`config.mk`:
```
export PLATFORM = sky130hd
export DESIGN_NAME = w_tile_controller
export DESIGN_NICKNAME = d
export VERILOG_FILES = /design/src/rtl/w_tile_controller.sv
export SDC_FILE = /design/constraint.sdc
export NUM_CORES = 1
export LEC_CHECK = 0
export BUFFER_PORTS_ARGS = -buffer_cell sky130_fd_sc_hd__buf_2
export CAP_MARGIN = 20
export CORE_MARGIN = 4
export CORE_UTILIZATION = 50
export CTS_CLUSTER_SIZE = 24
export DETAILED_ROUTE_END_ITERATION = 10
export GPL_TIMING_DRIVEN = 0
export PLACE_DENSITY = 0.73
export SLEW_MARGIN = 20
export SYNTH_ARGS = -nofsm -noshare
export SYNTH_HDL_FRONTEND = slang
export SYNTH_SLANG_ARGS = --single-unit
```
`constraint.sdc`:
```
create_clock -name clk -period 6.8 [get_ports clk]
set_input_delay 0.68 -clock clk [delete_from_list [all_inputs] [get_ports clk]]
set_output_delay 0.68 -clock clk [all_outputs]
set_load 0.1 [all_outputs]
```
`src/rtl/w_tile_controller.sv`:
```
// w_tile_controller: sequences double-buffered weight tiles for a compute engine.
// Each tile's weights are fetched into a shadow buffer. When the shadow buffer is
// full and the ifmap engine is idle, the active/shadow buffers are swapped and
// compute is launched. The next tile is then prefetched while the current tile
// computes.
//
// Ports
//   clk        single clock, rising edge
//   rst        asynchronous active-high reset
//   start      begin a job (sampled only when idle)
//   num_tiles  tiles in the job (captured on an accepted start)
//   abort      synchronous job cancel
//   w_done     shadow weight buffer full (level, cleared by loader after clr_w)
//   if_ready   ifmap engine idle (level)
//   w_read     weight fetch enable
//   clr_w      shadow buffer clear / start of a new tile fetch
//   switch     active/shadow buffer swap
//   start_if   compute launch (always coincident with switch)
//   ready      controller idle
//   busy       job in progress
//   done       one-cycle job-complete pulse (registered)
//   tile_idx   index of the tile being fetched (registered)
module w_tile_controller #(
  parameter int unsigned CNT_W = 8
) (
  input  logic             clk,
  input  logic             rst,
  input  logic             start,
  input  logic [CNT_W-1:0] num_tiles,
  input  logic             abort,
  input  logic             w_done,
  input  logic             if_ready,
  output logic             w_read,
  output logic             clr_w,
  output logic             switch,
  output logic             start_if,
  output logic             ready,
  output logic             busy,
  output logic             done,
  output logic [CNT_W-1:0] tile_idx
);

  typedef enum logic [1:0] {
    StIdle  = 2'd0,
    StFetch = 2'd1,
    StWait  = 2'd2,
    StDrain = 2'd3
  } state_e;

  localparam logic [CNT_W-1:0] One = {{(CNT_W-1){1'b0}}, 1'b1};

  state_e           state_q, state_d;
  logic [CNT_W-1:0] tile_idx_q, tile_idx_d;
  logic [CNT_W-1:0] num_tiles_q, num_tiles_d;
  logic             done_q, done_d;
  // guard_q: first FETCH cycle after clr_w; w_done may still be stale from the
  // previous tile because the loader clears it one cycle late.
  logic             guard_q, guard_d;
  // drain_first_q: first DRAIN cycle, where if_ready may still reflect the idle
  // engine from before the final start_if.
  logic             drain_first_q, drain_first_d;
  logic             last_tile;

  assign last_tile = (tile_idx_q == (num_tiles_q - One));
  assign tile_idx  = tile_idx_q;
  assign done      = done_q;

  always_ff @(posedge clk or posedge rst) begin
    if (rst) begin
      state_q       <= StIdle;
      tile_idx_q    <= '0;
      num_tiles_q   <= '0;
      done_q        <= 1'b0;
      guard_q       <= 1'b0;
      drain_first_q <= 1'b0;
    end else begin
      state_q       <= state_d;
      tile_idx_q    <= tile_idx_d;
      num_tiles_q   <= num_tiles_d;
      done_q        <= done_d;
      guard_q       <= guard_d;
      drain_first_q <= drain_first_d;
    end
  end

  always_comb begin
    state_d       = state_q;
    tile_idx_d    = tile_idx_q;
    num_tiles_d   = num_tiles_q;
    done_d        = 1'b0;
    drain_first_d = 1'b0;
    w_read        = 1'b0;
    clr_w         = 1'b0;
    switch        = 1'b0;
    start_if      = 1'b0;
    ready         = 1'b0;
    busy          = 1'b0;

    unique case (state_q)
      StIdle: begin
        ready = 1'b1;
        // abort does nothing here except veto a simultaneous start
        if (start && !abort) begin
          if (num_tiles != '0) begin
            w_read      = 1'b1;
            clr_w       = 1'b1;
            num_tiles_d = num_tiles;
            tile_idx_d  = '0;
            state_d     = StFetch;
          end else begin
            done_d = 1'b1;
          end
        end
      end

      StFetch, StWait: begin
        busy = 1'b1;
        if (abort) begin
          state_d    = StIdle;
          tile_idx_d = '0;
        end else if (state_q == StFetch && (guard_q || !w_done)) begin
          w_read = 1'b1;
        end else if (if_ready) begin
          // switch cycle: swap buffers, launch compute, prefetch the next tile
          switch   = 1'b1;
          start_if = 1'b1;
          if (!last_tile) begin
            clr_w      = 1'b1;
            tile_idx_d = tile_idx_q + One;
            state_d    = StFetch;
          end else begin
            drain_first_d = 1'b1;
            state_d       = StDrain;
          end
        end else begin
          state_d = StWait;
        end
      end

      StDrain: begin
        busy = 1'b1;
        if (abort) begin
          state_d    = StIdle;
          tile_idx_d = '0;
        end else if (!drain_first_q && if_ready) begin
          done_d  = 1'b1;
          state_d = StIdle;
        end
      end

      default: begin
        state_d = StIdle;
      end
    endcase

    guard_d = clr_w;

    // Strobes must be quiet while reset is held, even if start is high.
    if (rst) begin
      w_read   = 1'b0;
      clr_w    = 1'b0;
      switch   = 1'b0;
      start_if = 1'b0;
      busy     = 1'b0;
      ready    = 1'b1;
    end
  end

endmodule

```
Word level (Yosys, flattened, before mapping)
Cells that the tools add are included.
Cells by class
  add/sub/neg operators: 2
  reductions and logical operators: 14
  eq/ne operators: 11
  mux-type cells: 48
Operators by type and width (number)
  $mux W8: 7
  $mux W1: 28
  $pmux W8 S3: 1
  $mux W2: 8
  $ne A3 B3 Y1 const B: 4
  $add A8 B1 Y8 const B: 1
  $eq A8 B8 Y1: 1
  $reduce_bool A8 Y1: 1
  $sub A8 B1 Y8 const B: 1
  $ne A2 B2 Y1 const B: 3
  $pmux W1 S2: 3
  $pmux W2 S3: 1
  $reduce_and A6 Y1: 1
  $eq A2 B2 Y1 const B: 2
  $reduce_and A4 Y1: 1
  $logic_and A1 B1 Y1: 3
  $logic_not A1 Y1: 3
  $reduce_and A3 Y1: 1
  $reduce_or A3 Y1: 1
  $eq A2 B1 Y1 const B: 1
  $logic_not A2 Y1: 1
  $reduce_or A2 Y1: 1
  $logic_or A1 B1 Y1: 1
Word-level totals
  input bits: 14
  register bits after elaboration: 21
  output and inout port bits: 15
  logic and storage cells: 81

Logic depth before layout (Yosys ltp)
  depth after elaboration: 8
  gate-level depth with buffers: 11
  gate-level depth less buffers: 9

Worst setup path before layout
No wires, ideal clock.
  path kind: reg2out
  from: register tile_idx_q[7] (netlist: tile_idx[7])
  to: output port clr_w
  cell stages (with the launch flop): 7
  buffers on the path: 0
  arrival time: 4.105 ns
  slack: 2.015 ns
  data required time: 6.120 ns
  cells stage by stage: dfrtp_1 xor2_1 a2111oi_0 a311o_1 o211ai_2 a41oi_1 nor3_1
Between the ends
  word-level cells in the longest chain between the ends: 7
Ends and longest elaborated chain
  start: declaration: RTL line 53  | logic [CNT_W-1:0] tile_idx_q, tile_idx_d;
  start signal: assignment: RTL line 78  | tile_idx_q <= tile_idx_d;
  $eq A8 B8 Y1: RTL line 64  | assign last_tile = (tile_idx_q == (num_tiles_q - One));
  $mux W1: RTL line 127  | if (!last_tile) begin
  $mux W1: RTL line 123  | end else if (if_ready) begin
  $mux W1: RTL line 121  | end else if (state_q == StFetch && (guard_q || !w_done)) begin
  $mux W1: RTL line 118  | if (abort) begin
  $pmux W1 S2: RTL line 99  | unique case (state_q)
  $mux W1: RTL line 159  | if (rst) begin
  end: declaration: RTL line 34  | output logic clr_w,
No other way between the ends.

Final worst setup path
  from: register num_tiles_q[0]
  to: output port clr_w
Between the ends
  word-level cells in the longest chain between the ends: 8
Ends and longest elaborated chain
  start: declaration: RTL line 54  | logic [CNT_W-1:0] num_tiles_q, num_tiles_d;
  start signal: assignment: RTL line 79  | num_tiles_q <= num_tiles_d;
  $sub A8 B1 Y8: RTL line 64
  $eq A8 B8 Y1: RTL line 64
  $mux W1: RTL line 127
  $mux W1: RTL line 123
  $mux W1: RTL line 121
  $mux W1: RTL line 118
  $pmux W1 S2: RTL line 99
  $mux W1: RTL line 159
No other way between the ends.

==> impl_metrics.ini <==
[critical_path]
reg2reg_to = tile_idx[5]
start_kind = flop
reg2reg_from = state_q[0]
critPathKind = reg -> out
cp_data_arrival_time_ns = 3.01
endpoint_kind = primary output
cp.required_ns = 6.12
path_cells = inv_1, ha_1, o21bai_1, a2111oi_0, a311o_1, o211ai_2, a41oi_1, nor3_1, buf_2
r2r_slack_ns = 3.83
max_stage_delay_ns = 0.59
cpMaxStageDelayCell = a2111oi_0
crit_path_max_fanout = 8
reg2reg_depth = 11

[synth]
syn_area_sq_um = 1500
synth_area_leaders = dfrtp_1 (35%), ha_1 (5.0%), mux2_2 (4.5%)
syn_avg_cell_area_sq_um = 9.40
synth-seq-area-share = 0.349
synth_top_area_cell = dfrtp_1
yosysWarnings = 0
synth-seq-cells = 21
synthDistinctLibCells = 47
synthCells = 160
synth_flop_cell = dfrtp_1
synth-edff-count = 0
async_flop_share = 1.00
synth.top_cell.area_share = 0.349
syn_nets = 180

[global_routing]
grt_max_degree = 22
grt_pass1_wl_mm = 6.29
track_usage = 0.199
grt_antenna_before_repair = 0
grt_pass1_vias = 1371
grt-ovfl-total = 0

[routing]
wl_mm = 3.54
drt-vias-per-instance = 5.94
first_iter_violations = 63
wl_per_cell_um = 15.9
vias = 1324
ant_nets = 0
firstDrtPassIters = 4
drcViolationCount = 0

[placement]
post-place-ws_ns = 3.46
dp_hpwl_mm = 2.74
port_buffers = 28
dpl-instance-area_sq_um = 1680
gp_congestion = 0.881

[clocking]
clockBufferDepth = 2
cts_hold_buf = 0
clockRootBuffer = clkbuf_4
cts_resized = 0
numCtsBuffers = 3
post_cts_buffers = 0
clock_latency_ns = 0.31
clk_pin_slew_ns = 0.12
clock-sinks = 21
cts_tree = done
h-tree-depth = 1

[finish]
post_route_cells_drive_above_1_share = 0.292
num-nets-final = 213
fin_util = 0.609
design_area_sq_um = 1710
diodes = 0
fillers = 258
area.growth.synth_to_final_pct = 13.6

[sta]
slew_viol_final = 0
slew_headroom = 0.429
rsz0062_at_grt = no
fin_skew_ns = 0.00243
tns_ns = 0
finalCritPeriodShare = 0.543
clock.fmax_ghz = 0.271
hold_slack_ns = 0.544
tightestPinTransition_ns = 0.855
finalCriticalPeriod_ns = 3.69
hold_violations = 0
setup_viol = 0
setup_slack_ns = 3.11

[power]
switchingPower_uw = 428
pwr-share-comb = 0.640
power.internal_uw = 363
pwr-share-clk = 0.078
switching_share = 0.541
power_density_nw_per_um2 = 463
p_leak_nw = 0.770
seqPwrFrac = 0.281
ir_worst_vdd_mv = 0.233

[floorplan]
start_util = 0.536
core_sq_um = 2810
die_y_um = 62.8
dieArea_sq_um = 3950
num_rows = 19
io_pins = 29
die_w_um = 62.8

[run]
maxCapViolations = 0

[min_path]
worstHoldPathType = reg -> reg
worstHoldStart = state_q[1]
hold_path_end = state_q[1]
worstHoldPathCells = 2

[run_status]
outcome = complete, no violations
how the worst max path moves through the flow:
stage	start	endpoint	slack, ns	depth (start not counted)
floorplan	tile_idx[7]	clr_w	2.02	6
global placement	num_tiles_q[2]	clr_w	3.58	7
detailed placement	num_tiles_q[0]	clr_w	3.46	9
CTS	num_tiles_q[0]	clr_w	3.10	9
global route	num_tiles_q[0]	clr_w	2.90	9
finish	num_tiles_q[0]	clr_w	3.11	9
layer usage:
metal	vias to the layer above	global-route usage	routed length [um]
li1	653	-	-
met1	638	0.242	1580
met2	28	0.342	1810
met3	5	0.0288	85
met4	0	0.0992	65
met5	-	0	0
cells in the mapped netlist (all sizes together) (2+ instances only):
cell type / instances
a21oi: 7
nor2b: 6
xnor2: 7
a2111oi: 3
buf: 2
or3: 6
nor3: 6
o21ai: 12
or4: 4
inv: 8
and2: 3
dfrtp: 21
a31oi: 3
ha: 6
nand2b: 2
a21o: 2
nand3: 3
clkbuf: 2
o211ai: 2
nand2: 14
a211oi: 3
or2: 3
mux2: 6
nor2: 11
nand4: 4
xor2: 3
power by group through the flow:
stage | Clock (mW) | Sequential (mW) | Combinational (mW)
floorplan | 0 | 0.251 | 0.380
global route | 0.0721 | 0.229 | 0.554
finish | 0.0621 | 0.223 | 0.507
global placement | 0 | 0.220 | 0.489
CTS | 0.0659 | 0.221 | 0.508
detailed placement | 0 | 0.224 | 0.506
cells in the final DEF (no fill, tap or decap), types with 4 or more instances in the layout:
cell type  instances
or3_1              4
xnor2_1            7
ha_1               6
buf_2             28
nand4_1            4
a21oi_1            6
o21ai_0            7
dfrtp_1           21
nor3_1             6
nor2b_1            6
nor2_1            10
or4_1              4
nand2_1           14
mux2_2             6
inv_1              8
stage by stage:
stage	cells	power [mW]
floorplan	160	0.631
global placement	219	0.709
detailed placement	219	0.730
CTS	223	0.795
global route	223	0.855
finish	223	0.792
area by class of cell:
cell class / count / area [sq um] / share of cell area
buffer: 4 / 27.5 / 0.0161
clock buffer: 4 / 26.3 / 0.0154
inverter: 8 / 30.0 / 0.0176
multi-input combinational: 127 / 921 / 0.539
sequential: 21 / 526 / 0.307
tap: 31 / 38.8 / 0.0227
timing repair buffer: 28 / 140 / 0.0820
worst max-delay path, delay by kind of cell, from the launching register on:
family / cells / cell delay, ns
AND/OR/NAND/NOR: 1 / 0.08
flip-flops: 1 / 0.46
adder cells (fa/ha/maj): 1 / 0.31
buffers and inverters: 2 / 0.39
AO/OA/AOI/OAI: 5 / 1.47
flip-flops by register name, summed over array words and instances (netlist names):
| register | flops |
|---|---|
| drain_first_q | 1 |
| num_tiles_q | 8 |
| guard_q | 1 |
| done | 1 |
| tile_idx | 8 |
| state_q | 2 |
logic make-up after synthesis:
family                     Yosys count  share of synthesized area
and+or+nand+nor                     66                      0.248
AOI/OAI and AO/OA                   39                      0.211
DFF                                 21                      0.349
buffers and inverters               12                     0.0383
xor gates and xnor gates            10                     0.0582
muxes                                6                     0.0449
adders and majority gates            6                     0.0499
(Power assumes the default switching activity.)
